<file path="config.mk">
export PLATFORM = sky130hd
export DESIGN_NAME = ex_stage_mdu_flat
export DESIGN_NICKNAME = d
export VERILOG_FILES = /design/src/rtl/ex_pkg.sv /design/src/rtl/ex_stage_mdu_if.sv /design/src/rtl/mdu_iter.sv /design/src/rtl/ex_stage_mdu.sv /design/src/flat_wrapper.sv
export SDC_FILE = /design/constraint.sdc
export NUM_CORES = 1
export LEC_CHECK = 0
export ABC_AREA = 1
export CORE_ASPECT_RATIO = 1.5
export CORE_MARGIN = 5
export CORE_UTILIZATION = 35
export DETAILED_ROUTE_END_ITERATION = 10
export GPL_ROUTABILITY_DRIVEN = 0
export PLACE_DENSITY = 0.62
export SYNTH_ARGS = -nofsm -noshare
export SYNTH_HDL_FRONTEND = slang
export SYNTH_SLANG_ARGS = --single-unit
</file>
<file path="constraint.sdc">
create_clock -name clk -period 10.5 [get_ports clk]
set_clock_uncertainty 0.05 [all_clocks]
set_input_delay 3.15 -clock clk [delete_from_list [all_inputs] [get_ports clk]]
set_output_delay 3.15 -clock clk [all_outputs]
set_load 0.01 [all_outputs]
</file>
<file path="src/rtl/ex_pkg.sv">
// Shared definitions for the EX stage with multiply/divide unit.
// Holds the internal ALU control codes, the R-type funct constants the
// stage decodes, the multiplier FSM state enum and the ALU decoder.
package ex_pkg;

  typedef enum logic [3:0] {
    ALU_ADD   = 4'd0,
    ALU_SUB   = 4'd1,
    ALU_AND   = 4'd2,
    ALU_OR    = 4'd3,
    ALU_SLT   = 4'd4,
    ALU_MULT  = 4'd5,
    ALU_MULTU = 4'd6,
    ALU_MFHI  = 4'd7,
    ALU_MFLO  = 4'd8
  } alu_ctl_e;

  typedef enum logic [1:0] {
    ST_IDLE = 2'd0,
    ST_BUSY = 2'd1,
    ST_DONE = 2'd2
  } mdu_state_e;

  localparam logic [5:0] FN_ADD   = 6'h20;
  localparam logic [5:0] FN_SUB   = 6'h22;
  localparam logic [5:0] FN_AND   = 6'h24;
  localparam logic [5:0] FN_OR    = 6'h25;
  localparam logic [5:0] FN_SLT   = 6'h2A;
  localparam logic [5:0] FN_MULT  = 6'h18;
  localparam logic [5:0] FN_MULTU = 6'h19;
  localparam logic [5:0] FN_MFHI  = 6'h10;
  localparam logic [5:0] FN_MFLO  = 6'h12;

  // Main-decoder class plus funct to internal ALU operation; unknown functs add.
  function automatic alu_ctl_e alu_decode(input logic [1:0] alu_op, input logic [5:0] funct);
    alu_ctl_e ctl;
    case (alu_op)
      2'b00: ctl = ALU_ADD;
      2'b01: ctl = ALU_SUB;
      2'b10: begin
        case (funct)
          FN_ADD:   ctl = ALU_ADD;
          FN_SUB:   ctl = ALU_SUB;
          FN_AND:   ctl = ALU_AND;
          FN_OR:    ctl = ALU_OR;
          FN_SLT:   ctl = ALU_SLT;
          FN_MULT:  ctl = ALU_MULT;
          FN_MULTU: ctl = ALU_MULTU;
          FN_MFHI:  ctl = ALU_MFHI;
          FN_MFLO:  ctl = ALU_MFLO;
          default:  ctl = ALU_ADD;
        endcase
      end
      default: ctl = ALU_ADD;
    endcase
    return ctl;
  endfunction

endpackage

</file>
<file path="src/rtl/ex_stage_mdu_if.sv">
// ID/EX -> EX -> EX/MEM bundle for the EX stage.
// master: the surrounding pipeline (drives the ID/EX fields, forwarding
//         sources and mem_stall; observes ex_ready and the EX/MEM register).
// slave : the EX stage itself.
interface ex_stage_mdu_if #(
  parameter int XLEN = 32,
  parameter int RA_W = 5
);
  logic            id_valid;
  logic            ex_ready;
  logic [1:0]      ctlwb_in;
  logic [1:0]      ctlm_in;
  logic [XLEN-1:0] npc;
  logic [XLEN-1:0] rdata1;
  logic [XLEN-1:0] rdata2;
  logic [XLEN-1:0] s_extend;
  logic [RA_W-1:0] instr_2521;
  logic [RA_W-1:0] instr_2016;
  logic [RA_W-1:0] instr_1511;
  logic [1:0]      alu_op;
  logic [5:0]      funct;
  logic            alusrc;
  logic            regdst;
  logic            mem_regwrite;
  logic [RA_W-1:0] mem_rd;
  logic [XLEN-1:0] mem_fwd_data;
  logic            wb_regwrite;
  logic [RA_W-1:0] wb_rd;
  logic [XLEN-1:0] wb_fwd_data;
  logic            mem_stall;
  logic            ex_valid_out;
  logic [1:0]      ctlwb_out;
  logic [1:0]      ctlm_out;
  logic [XLEN-1:0] adder_out;
  logic [XLEN-1:0] alu_result_out;
  logic [XLEN-1:0] rdata2_out;
  logic [RA_W-1:0] muxout_out;
  logic            zero_out;

  modport master (
    output id_valid, ctlwb_in, ctlm_in, npc, rdata1, rdata2, s_extend,
           instr_2521, instr_2016, instr_1511, alu_op, funct, alusrc, regdst,
           mem_regwrite, mem_rd, mem_fwd_data, wb_regwrite, wb_rd, wb_fwd_data,
           mem_stall,
    input  ex_ready, ex_valid_out, ctlwb_out, ctlm_out, adder_out,
           alu_result_out, rdata2_out, muxout_out, zero_out
  );

  modport slave (
    input  id_valid, ctlwb_in, ctlm_in, npc, rdata1, rdata2, s_extend,
           instr_2521, instr_2016, instr_1511, alu_op, funct, alusrc, regdst,
           mem_regwrite, mem_rd, mem_fwd_data, wb_regwrite, wb_rd, wb_fwd_data,
           mem_stall,
    output ex_ready, ex_valid_out, ctlwb_out, ctlm_out, adder_out,
           alu_result_out, rdata2_out, muxout_out, zero_out
  );
endinterface

</file>
<file path="src/rtl/mdu_iter.sv">
// Iterative shift-add multiplier datapath.
// Ports: clk, rst_n (sync, active-low); start latches the operands
// (magnitudes when is_signed) and loads the counter; step performs one
// shift-add; last flags the final step; product is the sign-corrected
// 2*XLEN result of the step currently being performed.
module mdu_iter #(
  parameter int XLEN = 32
) (
  input  logic              clk,
  input  logic              rst_n,
  input  logic              start,
  input  logic              is_signed,
  input  logic              step,
  input  logic [XLEN-1:0]   op_a,
  input  logic [XLEN-1:0]   op_b,
  output logic              last,
  output logic [2*XLEN-1:0] product
);
  localparam int CNT_W = $clog2(XLEN);
  localparam logic [CNT_W-1:0] CNT_INIT = CNT_W'(XLEN - 1);
  localparam logic [CNT_W-1:0] CNT_ONE  = CNT_W'(1);

  logic [XLEN-1:0]   mcand_q, mcand_d;
  logic [2*XLEN-1:0] acc_q, acc_d;   // {partial sum, remaining multiplier bits}
  logic [CNT_W-1:0]  cnt_q, cnt_d;
  logic              neg_q, neg_d;
  logic [XLEN:0]     sum_s;
  logic [2*XLEN-1:0] shifted_s;

  function automatic logic [XLEN-1:0] magnitude(input logic [XLEN-1:0] v, input logic sgn);
    if (sgn && v[XLEN-1]) begin
      return -v;
    end else begin
      return v;
    end
  endfunction

  // One shift-add step and the next-state selection for the datapath.
  always_comb begin
    mcand_d = mcand_q;
    acc_d   = acc_q;
    cnt_d   = cnt_q;
    neg_d   = neg_q;
    sum_s     = {1'b0, acc_q[2*XLEN-1:XLEN]} + (acc_q[0] ? {1'b0, mcand_q} : {(XLEN+1){1'b0}});
    shifted_s = {sum_s, acc_q[XLEN-1:1]};
    if (start) begin
      mcand_d = magnitude(op_a, is_signed);
      acc_d   = {{XLEN{1'b0}}, magnitude(op_b, is_signed)};
      cnt_d   = CNT_INIT;
      neg_d   = is_signed & (op_a[XLEN-1] ^ op_b[XLEN-1]);
    end else if (step) begin
      acc_d = shifted_s;
      cnt_d = cnt_q - CNT_ONE;
    end else begin
      acc_d = acc_q;
    end
    // Sign fix applied to the finished magnitude product.
    if (neg_q) begin
      product = -shifted_s;
    end else begin
      product = shifted_s;
    end
  end

  assign last = (cnt_q == {CNT_W{1'b0}});

  // Datapath registers with synchronous reset.
  always_ff @(posedge clk) begin
    if (!rst_n) begin
      mcand_q <= {XLEN{1'b0}};
      acc_q   <= {(2*XLEN){1'b0}};
      cnt_q   <= {CNT_W{1'b0}};
      neg_q   <= 1'b0;
    end else begin
      mcand_q <= mcand_d;
      acc_q   <= acc_d;
      cnt_q   <= cnt_d;
      neg_q   <= neg_d;
    end
  end
endmodule

</file>
<file path="src/rtl/ex_stage_mdu.sv">
// EX stage of the 5-stage MIPS pipeline: forwarding, single-cycle ALU,
// branch-target adder, HI/LO pair with an iterative MULT/MULTU unit, and
// the EX/MEM register with valid/stall handshake.
// Ports: clk, rst_n (sync, active-low); bus (slave side) carries the ID/EX
// fields, forwarding sources, mem_stall, ex_ready and EX/MEM contents.
module ex_stage_mdu
  import ex_pkg::*;
#(
  parameter int XLEN     = 32,
  parameter int RA_W     = 5,
  parameter int BR_SHIFT = 2
) (
  input  logic          clk,
  input  logic          rst_n,
  ex_stage_mdu_if.slave bus
);
  mdu_state_e      state_q, state_d;
  logic [XLEN-1:0] hi_q, hi_d, lo_q, lo_d;
  logic            ex_valid_q, ex_valid_d;
  logic [1:0]      ctlwb_q, ctlwb_d, ctlm_q, ctlm_d;
  logic [XLEN-1:0] adder_q, adder_d, alu_result_q, alu_result_d, rdata2_q, rdata2_d;
  logic [RA_W-1:0] muxout_q, muxout_d;
  logic            zero_q, zero_d;

  logic [XLEN-1:0]   fwd_a_s, fwd_b_s, op_b_s, alu_res_s;
  alu_ctl_e          alu_ctl_s;
  logic              mult_start_s, mult_signed_s, mdu_step_s, advance_s, mdu_last_s;
  logic [2*XLEN-1:0] mdu_prod_s;

  // Operand forwarding (MEM beats WB beats register file) and the ALU.
  always_comb begin
    if (bus.mem_regwrite && (bus.mem_rd != {RA_W{1'b0}}) && (bus.mem_rd == bus.instr_2521)) begin
      fwd_a_s = bus.mem_fwd_data;
    end else if (bus.wb_regwrite && (bus.wb_rd != {RA_W{1'b0}}) && (bus.wb_rd == bus.instr_2521)) begin
      fwd_a_s = bus.wb_fwd_data;
    end else begin
      fwd_a_s = bus.rdata1;
    end
    if (bus.mem_regwrite && (bus.mem_rd != {RA_W{1'b0}}) && (bus.mem_rd == bus.instr_2016)) begin
      fwd_b_s = bus.mem_fwd_data;
    end else if (bus.wb_regwrite && (bus.wb_rd != {RA_W{1'b0}}) && (bus.wb_rd == bus.instr_2016)) begin
      fwd_b_s = bus.wb_fwd_data;
    end else begin
      fwd_b_s = bus.rdata2;
    end
    op_b_s    = bus.alusrc ? bus.s_extend : fwd_b_s;
    alu_ctl_s = alu_decode(bus.alu_op, bus.funct);
    case (alu_ctl_s)
      ALU_ADD:  alu_res_s = fwd_a_s + op_b_s;
      ALU_SUB:  alu_res_s = fwd_a_s - op_b_s;
      ALU_AND:  alu_res_s = fwd_a_s & op_b_s;
      ALU_OR:   alu_res_s = fwd_a_s | op_b_s;
      ALU_SLT:  alu_res_s = ($signed(fwd_a_s) < $signed(op_b_s)) ? {{(XLEN-1){1'b0}}, 1'b1} : {XLEN{1'b0}};
      ALU_MFHI: alu_res_s = hi_q;
      ALU_MFLO: alu_res_s = lo_q;
      default:  alu_res_s = {XLEN{1'b0}};  // MULT/MULTU produce no ALU result
    endcase
  end

  assign mult_signed_s = (alu_ctl_s == ALU_MULT);
  assign mult_start_s  = (state_q == ST_IDLE) && bus.id_valid &&
                         ((alu_ctl_s == ALU_MULT) || (alu_ctl_s == ALU_MULTU));
  assign mdu_step_s    = (state_q == ST_BUSY);
  assign advance_s     = !bus.mem_stall;
  assign bus.ex_ready  = (state_q != ST_BUSY) && !mult_start_s && !bus.mem_stall;

  mdu_iter #(.XLEN(XLEN)) u_mdu (
    .clk       (clk),
    .rst_n     (rst_n),
    .start     (mult_start_s),
    .is_signed (mult_signed_s),
    .step      (mdu_step_s),
    .op_a      (fwd_a_s),
    .op_b      (fwd_b_s),
    .last      (mdu_last_s),
    .product   (mdu_prod_s)
  );

  // Multiplier FSM next state, HI/LO update and EX/MEM load selection.
  always_comb begin
    state_d      = state_q;
    hi_d         = hi_q;
    lo_d         = lo_q;
    ex_valid_d   = ex_valid_q;
    ctlwb_d      = ctlwb_q;
    ctlm_d       = ctlm_q;
    adder_d      = adder_q;
    alu_result_d = alu_result_q;
    rdata2_d     = rdata2_q;
    muxout_d     = muxout_q;
    zero_d       = zero_q;
    case (state_q)
      ST_IDLE: begin
        if (mult_start_s) begin
          state_d = ST_BUSY;
        end else begin
          state_d = ST_IDLE;
        end
      end
      ST_BUSY: begin
        // The multiplier keeps stepping regardless of mem_stall.
        if (mdu_last_s) begin
          state_d = ST_DONE;
          hi_d    = mdu_prod_s[2*XLEN-1:XLEN];
          lo_d    = mdu_prod_s[XLEN-1:0];
        end else begin
          state_d = ST_BUSY;
        end
      end
      ST_DONE: begin
        if (advance_s) begin
          state_d = ST_IDLE;
        end else begin
          state_d = ST_DONE;
        end
      end
      default: state_d = ST_IDLE;
    endcase
    if (advance_s) begin
      adder_d      = bus.npc + (bus.s_extend << BR_SHIFT);
      alu_result_d = alu_res_s;
      rdata2_d     = fwd_b_s;
      muxout_d     = bus.regdst ? bus.instr_1511 : bus.instr_2016;
      zero_d       = (alu_res_s == {XLEN{1'b0}});
      if ((state_q == ST_BUSY) || mult_start_s) begin
        ex_valid_d = 1'b0;
        ctlwb_d    = 2'b00;
        ctlm_d     = 2'b00;
      end else if (state_q == ST_DONE) begin
        // Retiring MULT: travels down the pipe but writes nothing.
        ex_valid_d = bus.id_valid;
        ctlwb_d    = 2'b00;
        ctlm_d     = 2'b00;
      end else begin
        ex_valid_d = bus.id_valid;
        ctlwb_d    = bus.id_valid ? bus.ctlwb_in : 2'b00;
        ctlm_d     = bus.id_valid ? bus.ctlm_in : 2'b00;
      end
    end else begin
      ex_valid_d = ex_valid_q;
    end
  end

  // FSM state, HI/LO and EX/MEM register with synchronous reset.
  always_ff @(posedge clk) begin
    if (!rst_n) begin
      state_q      <= ST_IDLE;
      hi_q         <= {XLEN{1'b0}};
      lo_q         <= {XLEN{1'b0}};
      ex_valid_q   <= 1'b0;
      ctlwb_q      <= 2'b00;
      ctlm_q       <= 2'b00;
      adder_q      <= {XLEN{1'b0}};
      alu_result_q <= {XLEN{1'b0}};
      rdata2_q     <= {XLEN{1'b0}};
      muxout_q     <= {RA_W{1'b0}};
      zero_q       <= 1'b0;
    end else begin
      state_q      <= state_d;
      hi_q         <= hi_d;
      lo_q         <= lo_d;
      ex_valid_q   <= ex_valid_d;
      ctlwb_q      <= ctlwb_d;
      ctlm_q       <= ctlm_d;
      adder_q      <= adder_d;
      alu_result_q <= alu_result_d;
      rdata2_q     <= rdata2_d;
      muxout_q     <= muxout_d;
      zero_q       <= zero_d;
    end
  end

  assign bus.ex_valid_out   = ex_valid_q;
  assign bus.ctlwb_out      = ctlwb_q;
  assign bus.ctlm_out       = ctlm_q;
  assign bus.adder_out      = adder_q;
  assign bus.alu_result_out = alu_result_q;
  assign bus.rdata2_out     = rdata2_q;
  assign bus.muxout_out     = muxout_q;
  assign bus.zero_out       = zero_q;
endmodule

</file>
<file path="src/flat_wrapper.sv">
// flat-port wrapper written by rule: the top's interface ports become plain ports
module ex_stage_mdu_flat import ex_pkg::*;
#(
  parameter int XLEN     = 32,
  parameter int RA_W     = 5,
  parameter int BR_SHIFT = 2
)
  (clk, rst_n, bus_id_valid, bus_ctlwb_in, bus_ctlm_in, bus_npc, bus_rdata1, bus_rdata2, bus_s_extend, bus_instr_2521, bus_instr_2016, bus_instr_1511, bus_alu_op, bus_funct, bus_alusrc, bus_regdst, bus_mem_regwrite, bus_mem_rd, bus_mem_fwd_data, bus_wb_regwrite, bus_wb_rd, bus_wb_fwd_data, bus_mem_stall, bus_ex_ready, bus_ex_valid_out, bus_ctlwb_out, bus_ctlm_out, bus_adder_out, bus_alu_result_out, bus_rdata2_out, bus_muxout_out, bus_zero_out);
  ex_stage_mdu_if #(.XLEN(XLEN), .RA_W(RA_W)) bus_i ();
  input  logic clk;
  input  logic rst_n;
  input wire logic [$bits(bus_i.id_valid)-1:0] bus_id_valid;
  input wire logic [$bits(bus_i.ctlwb_in)-1:0] bus_ctlwb_in;
  input wire logic [$bits(bus_i.ctlm_in)-1:0] bus_ctlm_in;
  input wire logic [$bits(bus_i.npc)-1:0] bus_npc;
  input wire logic [$bits(bus_i.rdata1)-1:0] bus_rdata1;
  input wire logic [$bits(bus_i.rdata2)-1:0] bus_rdata2;
  input wire logic [$bits(bus_i.s_extend)-1:0] bus_s_extend;
  input wire logic [$bits(bus_i.instr_2521)-1:0] bus_instr_2521;
  input wire logic [$bits(bus_i.instr_2016)-1:0] bus_instr_2016;
  input wire logic [$bits(bus_i.instr_1511)-1:0] bus_instr_1511;
  input wire logic [$bits(bus_i.alu_op)-1:0] bus_alu_op;
  input wire logic [$bits(bus_i.funct)-1:0] bus_funct;
  input wire logic [$bits(bus_i.alusrc)-1:0] bus_alusrc;
  input wire logic [$bits(bus_i.regdst)-1:0] bus_regdst;
  input wire logic [$bits(bus_i.mem_regwrite)-1:0] bus_mem_regwrite;
  input wire logic [$bits(bus_i.mem_rd)-1:0] bus_mem_rd;
  input wire logic [$bits(bus_i.mem_fwd_data)-1:0] bus_mem_fwd_data;
  input wire logic [$bits(bus_i.wb_regwrite)-1:0] bus_wb_regwrite;
  input wire logic [$bits(bus_i.wb_rd)-1:0] bus_wb_rd;
  input wire logic [$bits(bus_i.wb_fwd_data)-1:0] bus_wb_fwd_data;
  input wire logic [$bits(bus_i.mem_stall)-1:0] bus_mem_stall;
  output wire logic [$bits(bus_i.ex_ready)-1:0] bus_ex_ready;
  output wire logic [$bits(bus_i.ex_valid_out)-1:0] bus_ex_valid_out;
  output wire logic [$bits(bus_i.ctlwb_out)-1:0] bus_ctlwb_out;
  output wire logic [$bits(bus_i.ctlm_out)-1:0] bus_ctlm_out;
  output wire logic [$bits(bus_i.adder_out)-1:0] bus_adder_out;
  output wire logic [$bits(bus_i.alu_result_out)-1:0] bus_alu_result_out;
  output wire logic [$bits(bus_i.rdata2_out)-1:0] bus_rdata2_out;
  output wire logic [$bits(bus_i.muxout_out)-1:0] bus_muxout_out;
  output wire logic [$bits(bus_i.zero_out)-1:0] bus_zero_out;
  assign bus_i.id_valid = bus_id_valid;
  assign bus_i.ctlwb_in = bus_ctlwb_in;
  assign bus_i.ctlm_in = bus_ctlm_in;
  assign bus_i.npc = bus_npc;
  assign bus_i.rdata1 = bus_rdata1;
  assign bus_i.rdata2 = bus_rdata2;
  assign bus_i.s_extend = bus_s_extend;
  assign bus_i.instr_2521 = bus_instr_2521;
  assign bus_i.instr_2016 = bus_instr_2016;
  assign bus_i.instr_1511 = bus_instr_1511;
  assign bus_i.alu_op = bus_alu_op;
  assign bus_i.funct = bus_funct;
  assign bus_i.alusrc = bus_alusrc;
  assign bus_i.regdst = bus_regdst;
  assign bus_i.mem_regwrite = bus_mem_regwrite;
  assign bus_i.mem_rd = bus_mem_rd;
  assign bus_i.mem_fwd_data = bus_mem_fwd_data;
  assign bus_i.wb_regwrite = bus_wb_regwrite;
  assign bus_i.wb_rd = bus_wb_rd;
  assign bus_i.wb_fwd_data = bus_wb_fwd_data;
  assign bus_i.mem_stall = bus_mem_stall;
  assign bus_ex_ready = bus_i.ex_ready;
  assign bus_ex_valid_out = bus_i.ex_valid_out;
  assign bus_ctlwb_out = bus_i.ctlwb_out;
  assign bus_ctlm_out = bus_i.ctlm_out;
  assign bus_adder_out = bus_i.adder_out;
  assign bus_alu_result_out = bus_i.alu_result_out;
  assign bus_rdata2_out = bus_i.rdata2_out;
  assign bus_muxout_out = bus_i.muxout_out;
  assign bus_zero_out = bus_i.zero_out;
  ex_stage_mdu #(.XLEN(XLEN), .RA_W(RA_W), .BR_SHIFT(BR_SHIFT)) u_core (.clk(clk), .rst_n(rst_n), .bus(bus_i));
endmodule
</file>
After elaboration in Yosys (flattened, before gate mapping). Index checks and enable logic that the tools add are counted.

Register bits after elaboration: 275. Input bits: 237. Output and inout bits: 108. Word-level logic and storage cells: 109.

Add/subtract/negate cells: 8. Order comparisons: 1. Equality and inequality tests: 25. Multiplexer cells: 29. Bitwise gates (word level): 5. Reduce and logical (&&, ||, !) cells: 25.

Operators by type and width (count): 2-to-1 mux 32 bit (10); one-hot mux 32 bit (7 select lines) (1); adder 32 bit (2); 2-to-1 mux 64 bit (1); negator 32 bit (2); negator 64 bit (1); adder 32 x 32 -> 33 bit (1); AND 32 bit (1); zero test 32 bit (1); less-than comparator 32 bit (1); bitwise OR 32 bit (1); one-hot mux 4 bit (8 select lines) (1); subtractor 32 bit (1); equality test 6 x 5 -> 1 bit, second input constant (4); equality test 6 bit, second input constant (4); equality test 5 bit (4); equality test 4 x 3 -> 1 bit, second input constant (4); 2-to-1 mux 2 bit (8); 2-to-1 mux 5 bit (3); logical AND 1 bit (12); nonzero test 5 bit (2); equality test 4 x 2 -> 1 bit, second input constant (2); one-hot mux 4 bit (2 select lines) (1); one-hot mux 2 bit (3 select lines) (1); 18 further kinds (24).

Depth between registers and ports, before layout. Gate-level depths: netlist of the first run.

Word-level depth: 10. Depth in mapped cells: 35. Mapped depth without buffers: 34.

Hierarchy. A second synthesis of the first run with hierarchy kept.

Cell total of the unflattened synthesis: 4795. Area, all modules: 27752.9 µm².

Modules (own cells, without submodules): ex_stage_mdu (times used 1, cells an instance 2951, area each 17317.9 µm², sequential area each 3463.3 µm²); mdu_iter (times used 1, cells an instance 1844, area each 10435.0 µm², sequential area each 2042.0 µm²).

Least setup slack after synthesis of the first run. OpenSTA, ideal clock, no wires.

Path type: input-to-output. Start point: in bus_alu_op[0]. End point: out bus_ex_ready. Arrival time: 4.742 ns. Data required time: 7.300 ns. Setup slack: 2.558 ns. Cell stages on the path: 13. Buffers on the path: 1. Cells stage by stage: inv_1 -> ha_1 -> inv_1 -> nand2_1 -> inv_1 -> nand2_1 -> buf_2 -> nand2_1 -> nand3_1 -> inv_2 -> nor2_4 -> inv_1 -> nor2_1.

Longest elaborated chain between the ends: 8.

Ends and longest elaborated chain: start, declared (line flat_wrapper.sv:22) `input wire logic [$bits(bus_i.alu_op)-1:0] bus_alu_op;`; equality test 2 bit or equality test 2 x 1 -> 1 bit (tied branches) (line ex_pkg.sv:37) `case (alu_op)`; one-hot mux 4 bit (2 select lines) * (line ex_pkg.sv:37); equality test 4 x 3 -> 1 bit (line ex_stage_mdu.sv:62) `((alu_ctl_s == ALU_MULT) || (alu_ctl_s == ALU_MULTU));`; logical OR 1 bit * (line ex_stage_mdu.sv:62); logical AND 1 bit * (line ex_stage_mdu.sv:61) `assign mult_start_s = (state_q == ST_IDLE) && bus.id_valid &&`; zero test 1 bit * (line ex_stage_mdu.sv:65) `assign bus.ex_ready = (state_q != ST_BUSY) && !mult_start_s && !bus.mem_stall;`; logical AND 1 bit * (2 in series) (line ex_stage_mdu.sv:65); end, declared (line flat_wrapper.sv:33) `output wire logic [$bits(bus_i.ex_ready)-1:0] bus_ex_ready;`.

Every way passes the cells marked *; elsewhere a longest branch is shown, timed or not.

Worst setup path after layout of the first run.
Start point: in bus_funct[4]. End point: out bus_ex_ready.

Longest elaborated chain between the ends: 9.

Ends and longest elaborated chain: start, declared (line flat_wrapper.sv:23) `input wire logic [$bits(bus_i.funct)-1:0] bus_funct;`; equality test 6 x 5 -> 1 bit or equality test 6 bit (tied branches) (line ex_pkg.sv:41) `case (funct)`; one-hot mux 4 bit (8 select lines) * (line ex_pkg.sv:41); one-hot mux 4 bit (2 select lines) * (line ex_pkg.sv:37); equality test 4 x 3 -> 1 bit (line ex_stage_mdu.sv:62); logical OR 1 bit * (line ex_stage_mdu.sv:62); logical AND 1 bit * (line ex_stage_mdu.sv:61); zero test 1 bit * (line ex_stage_mdu.sv:65); logical AND 1 bit * (2 in series) (line ex_stage_mdu.sv:65).

Marks and branches as above.

==> report_table.html, run 1 <==
<table>
<tr><th>Metric</th><th>Value</th></tr>
<tr><th colspan="2">Critical path</th></tr>
<tr><td>Arrival time at the worst endpoint</td><td>6.59 ns</td></tr>
<tr><td>Setup slack on the worst flop-to-flop path</td><td>5.75 ns</td></tr>
<tr><td>FF-to-FF path depth</td><td>19</td></tr>
<tr><td>Crit start category</td><td>input pin</td></tr>
<tr><td>Data required time at the worst endpoint</td><td>7.30 ns</td></tr>
<tr><td>Crit path max fanout</td><td>28</td></tr>
<tr><td>R2R Path End</td><td>u_core.hi_q[28]$_SDFFE_PN0P_</td></tr>
<tr><td>Timing startpoint of the critical path</td><td>bus_funct[4]</td></tr>
<tr><td>Critical setup path kind</td><td>input pin to primary output</td></tr>
<tr><td>Setup crit end kind</td><td>primary output</td></tr>
<tr><td>Reg-to-Reg Start</td><td>u_core.u_mdu.acc_q[0]$_SDFFE_PN0N_</td></tr>
<tr><td>CP Capture Point</td><td>bus_ex_ready</td></tr>
<tr><th colspan="2">Die</th></tr>
<tr><td>Boundary pin count</td><td>345</td></tr>
<tr><td>Area of the die</td><td>83,000 µm²</td></tr>
<tr><td>Die X</td><td>237 µm</td></tr>
<tr><td>Die height</td><td>350 µm</td></tr>
<tr><td>Number of placement rows</td><td>125</td></tr>
<tr><td>Core ar.</td><td>77,100 µm²</td></tr>
<tr><td>Initial core utilization</td><td>35.1%</td></tr>
<tr><th colspan="2">Route</th></tr>
<tr><td>Number of vias after detailed routing</td><td>32,845</td></tr>
<tr><td>Routed wire per std cell</td><td>23.8 µm</td></tr>
<tr><td>Initial DRC count</td><td>3,209</td></tr>
<tr><td>DRC violation count after routing</td><td>0</td></tr>
<tr><td>Drt first pass iters</td><td>8</td></tr>
<tr><td>Drt via density</td><td>5.46</td></tr>
<tr><td>Number of nets with antenna violations after routing</td><td>0</td></tr>
<tr><td>Total wirelength of the detailed-routed design</td><td>143,000 µm</td></tr>
<tr><th colspan="2">Layout</th></tr>
<tr><td>Synth-to-Final Area Change</td><td>20.0%</td></tr>
<tr><td>Non-filler instance count after layout</td><td>6,015</td></tr>
<tr><td>Post-route cell area</td><td>32,400 µm²</td></tr>
<tr><td>Fill cells</td><td>8,350</td></tr>
<tr><td>Ratio of cells with drive above 1 in the final layout</td><td>3.77%</td></tr>
<tr><td>Final Core Density</td><td>42.1%</td></tr>
<tr><td>Final net count</td><td>5,379</td></tr>
<tr><td>Most common cell after layout, fill and taps aside</td><td>nand2_1</td></tr>
<tr><td>Commonest cells after routing, fill and taps aside</td><td>nand2_1, inv_1, nor2_1</td></tr>
<tr><th colspan="2">STA</th></tr>
<tr><td>Worst slew margin relative to its limit</td><td>-1.35%</td></tr>
<tr><td>Number of endpoints with negative hold slack in the final report</td><td>0</td></tr>
<tr><td>Final period util</td><td>93.3%</td></tr>
<tr><td>Final critical-path required period</td><td>9.79 ns</td></tr>
<tr><td>Final WS setup</td><td>0.706 ns</td></tr>
<tr><td>Hold slack</td><td>0.406 ns</td></tr>
<tr><td>Max Clk Rate</td><td>102 MHz</td></tr>
<tr><td>Total Neg Setup Slack</td><td>0 ns</td></tr>
<tr><td>Setup violators final</td><td>0</td></tr>
<tr><td>Setup repair after global routing missed its margin</td><td>false</td></tr>
<tr><td>Slew Limit Fails</td><td>7</td></tr>
<tr><td>Slew at the pin closest to its max-slew limit</td><td>1.51 ns</td></tr>
<tr><th colspan="2">Yosys</th></tr>
<tr><td>Fraction of synthesized area in multiplexers</td><td>0.0833%</td></tr>
<tr><td>Library cell occupying the most area in the post-synthesis netlist</td><td>dfxtp_1</td></tr>
<tr><td>Post-Synth XOR/XNOR Area</td><td>4.86%</td></tr>
<tr><td>Area fraction in compound gates after synthesis</td><td>16.1%</td></tr>
<tr><td>Synthesized area</td><td>27,000 µm²</td></tr>
<tr><td>Most common flop cell mapped by yosys</td><td>dfxtp_1</td></tr>
<tr><td>Async set-reset flop share out of synthesis</td><td>0%</td></tr>
<tr><td>Sequential cell area fraction in the yosys report</td><td>20.4%</td></tr>
<tr><td>Post-synthesis share of cell area spent on full adders, half adders and majority gates</td><td>8.12%</td></tr>
<tr><td>Total number of yosys warnings</td><td>0</td></tr>
<tr><td>Number of flip-flops and latches in the synthesized netlist</td><td>275</td></tr>
<tr><td>Simple-Gate Fraction of Synth Area</td><td>37.7%</td></tr>
<tr><td>Biggest area contributors in the synthesized netlist</td><td>dfxtp_1, nand2_1, inv_1, ha_1, nor2_1</td></tr>
<tr><td>Count of unique library cells instantiated by Yosys</td><td>57</td></tr>
<tr><td>Combinational family with the most area after synthesis</td><td>simple AND/OR/NAND/NOR gates</td></tr>
<tr><td>Number of synthesized flops with an enable pin</td><td>0</td></tr>
<tr><td>Average cell area after synthesis</td><td>5.71 µm²</td></tr>
<tr><td>Area share of the largest cell type after synthesis</td><td>20.4%</td></tr>
<tr><td>Count of mapped cells out of synthesis</td><td>4,739</td></tr>
<tr><td>Syn nets</td><td>5,149</td></tr>
<tr><th colspan="2">Clock network</th></tr>
<tr><td>Root buffer cell</td><td>clkbuf_16</td></tr>
<tr><td>TritonCTS buffer count</td><td>30</td></tr>
<tr><td>CTS tree</td><td>built</td></tr>
<tr><td>Clock edge transition at the registers on the reported setup and hold paths</td><td>0.06 ns</td></tr>
<tr><td>Number of post-CTS setup repair buffers</td><td>0</td></tr>
<tr><td>TritonCTS sink count</td><td>275</td></tr>
<tr><td>H-tree depth</td><td>1</td></tr>
<tr><td>Cells resized by post-CTS repair</td><td>0</td></tr>
<tr><td>Clock tree buffer depth</td><td>3</td></tr>
<tr><td>Hold buffer count at cts</td><td>0</td></tr>
<tr><td>Clock insertion delay at the later pin of the skew report</td><td>0.67 ns</td></tr>
<tr><th colspan="2">Place</th></tr>
<tr><td>Detail Placement HPWL</td><td>113,000 µm</td></tr>
<tr><td>Number of placed instances with taps included</td><td>5,953</td></tr>
<tr><td>Number of port buffers</td><td>344</td></tr>
<tr><td>Placed inst area</td><td>31,300 µm²</td></tr>
<tr><td>Setup slack at placement</td><td>0.752 ns</td></tr>
<tr><th colspan="2">Min path</th></tr>
<tr><td>Worst hold path class</td><td>flop to flop</td></tr>
<tr><th colspan="2">Power</th></tr>
<tr><td>Worst-case vdd ir drop</td><td>144 µV</td></tr>
<tr><td>Final total power</td><td>3.69 mW</td></tr>
<tr><td>Total leakage power</td><td>16.4 nW</td></tr>
<tr><td>PD cells</td><td>114 nW/µm²</td></tr>
<tr><th colspan="2">Global route</th></tr>
<tr><td>Overall overflow remaining after global route</td><td>0</td></tr>
<tr><td>First-pass GRT wire length</td><td>204,000 µm</td></tr>
<tr><td>GRT Resource Usage Total</td><td>32.8%</td></tr>
<tr><td>Maximum number of pins on one net before global-route repair</td><td>76</td></tr>
<tr><td>Vias in the first global route</td><td>31,590</td></tr>
<tr><td>Antenna violations before repair</td><td>8</td></tr>
<tr><th colspan="2">Outcome</th></tr>
<tr><td>Result of the run</td><td>finished, violations left</td></tr>
<tr><td>Violated checks</td><td>capacitance limit, slew limit</td></tr>
<tr><th colspan="2">Job</th></tr>
<tr><td>Total of max-cap violations</td><td>1</td></tr>
</table>
-- worst min path at each step --
stage / from / endpoint / slack (ns) / depth (start not counted)
6_report: u_core.u_mdu.mcand_q[3]$_SDFFE_PN0P_ / u_core.u_mdu.mcand_q[3]$_SDFFE_PN0P_ / 0.41 / 2
5_1_grt: u_core.u_mdu.mcand_q[11]$_SDFFE_PN0P_ / u_core.u_mdu.mcand_q[11]$_SDFFE_PN0P_ / 0.41 / 2
4_1_cts: u_core.u_mdu.mcand_q[21]$_SDFFE_PN0P_ / u_core.u_mdu.mcand_q[21]$_SDFFE_PN0P_ / 0.40 / 2
3_5_place_dp: u_core.u_mdu.mcand_q[21]$_SDFFE_PN0P_ / u_core.u_mdu.mcand_q[21]$_SDFFE_PN0P_ / 0.39 / 2
3_3_place_gp: u_core.u_mdu.mcand_q[27]$_SDFFE_PN0P_ / u_core.u_mdu.mcand_q[27]$_SDFFE_PN0P_ / 0.39 / 2
2_1_floorplan: u_core.u_mdu.mcand_q[27]$_SDFFE_PN0P_ / u_core.u_mdu.mcand_q[27]$_SDFFE_PN0P_ / 0.38 / 2
-- registers in the layout (all words and copies together) (netlist names), 2 cells and up --
name	count
u_core.u_mdu.acc_q	64
u_core.bus.adder_out	32
u_core.bus.alu_result_out	32
u_core.bus.rdata2_out	32
u_core.hi_q	32
u_core.lo_q	32
u_core.u_mdu.mcand_q	32
u_core.bus.muxout_out	5
u_core.u_mdu.cnt_q	5
u_core.bus.ctlm_out	2
u_core.bus.ctlwb_out	2
u_core.state_q	2
-- synthesized netlist by cell type (9+ instances only) --
library cell,count
a31oi_1,18
nor2_1,538
ha_1,169
buf_1,16
dfxtp_1,275
o21ai_2,10
buf_2,34
inv_2,18
nand3_1,374
xnor2_1,35
o21bai_1,13
a21oi_1,294
o211ai_1,52
nand2_1,1369
nor3_1,40
nand3b_1,15
o21ai_1,25
o21ai_0,305
or2_2,15
clkbuf_1,127
o221ai_1,9
xor2_1,115
inv_1,699
nand4_1,75
a21oi_2,12
-- worst max-delay path: stages --
cell and delay (ns):
clkdlybuf4s50_1 0.50, inv_1 0.05, nor2_1 0.18, nand3_1 0.17, nand4_1 0.13, nand2_1 0.07, a21oi_1 0.25, nand2_1 0.11
nand3_1 0.14, inv_2 0.07, nor2_4 0.61, inv_1 0.35, nor2_1 0.23, clkdlybuf4s50_1 0.57
-- report_power, final --
group          leakage [nW]  switching [mW]  internal, mW
clock network         0.542           0.545         0.719
logic                  13.6           0.901         0.415
registers              2.24          0.0240          1.08
-- metal layers --
layer | global-route usage (%) | up-vias | share of wire, %
met5 | 0 | - | 0.0084
met4 | 31.7 | 2 | 12
met3 | 9.55 | 621 | 10
met2 | 53.4 | 1879 | 44
met1 | 33.2 | 14820 | 33
li1 | - | 15523 | -
-- layout make-up --
type / instances / area (µm²) / area share, %
Sequential cell: 275 / 5510 / 17.0
Clock inverter: 22 / 348 / 1.07
Multi-Input combinational cell: 3561 / 18100 / 55.8
Inverter: 720 / 2710 / 8.34
Tap cell: 1016 / 1270 / 3.92
Antenna cell: 6 / 15.0 / 0.0463
Clock buffer: 34 / 786 / 2.42
Timing Repair Buffer: 381 / 3710 / 11.4
-- kinds of logic after synthesis --
| family | Yosys count |
|---|---|
| and+or+nand+nor | 2460 |
| buffers and inverters | 903 |
| AOI/OAI and AO/OA | 776 |
| DFF | 275 |
| adders and majority gates | 173 |
| xor gates and xnor gates | 150 |
| muxes | 2 |
No activity file was read; power rests on OpenSTA's default activity.
==> inputs of run 2 (changes only) <==
Settings changed: TNS_END_PERCENT from default to 100.
==> results of run 2 <==
Final layout, timing and power as in run 1 (identical DEF).
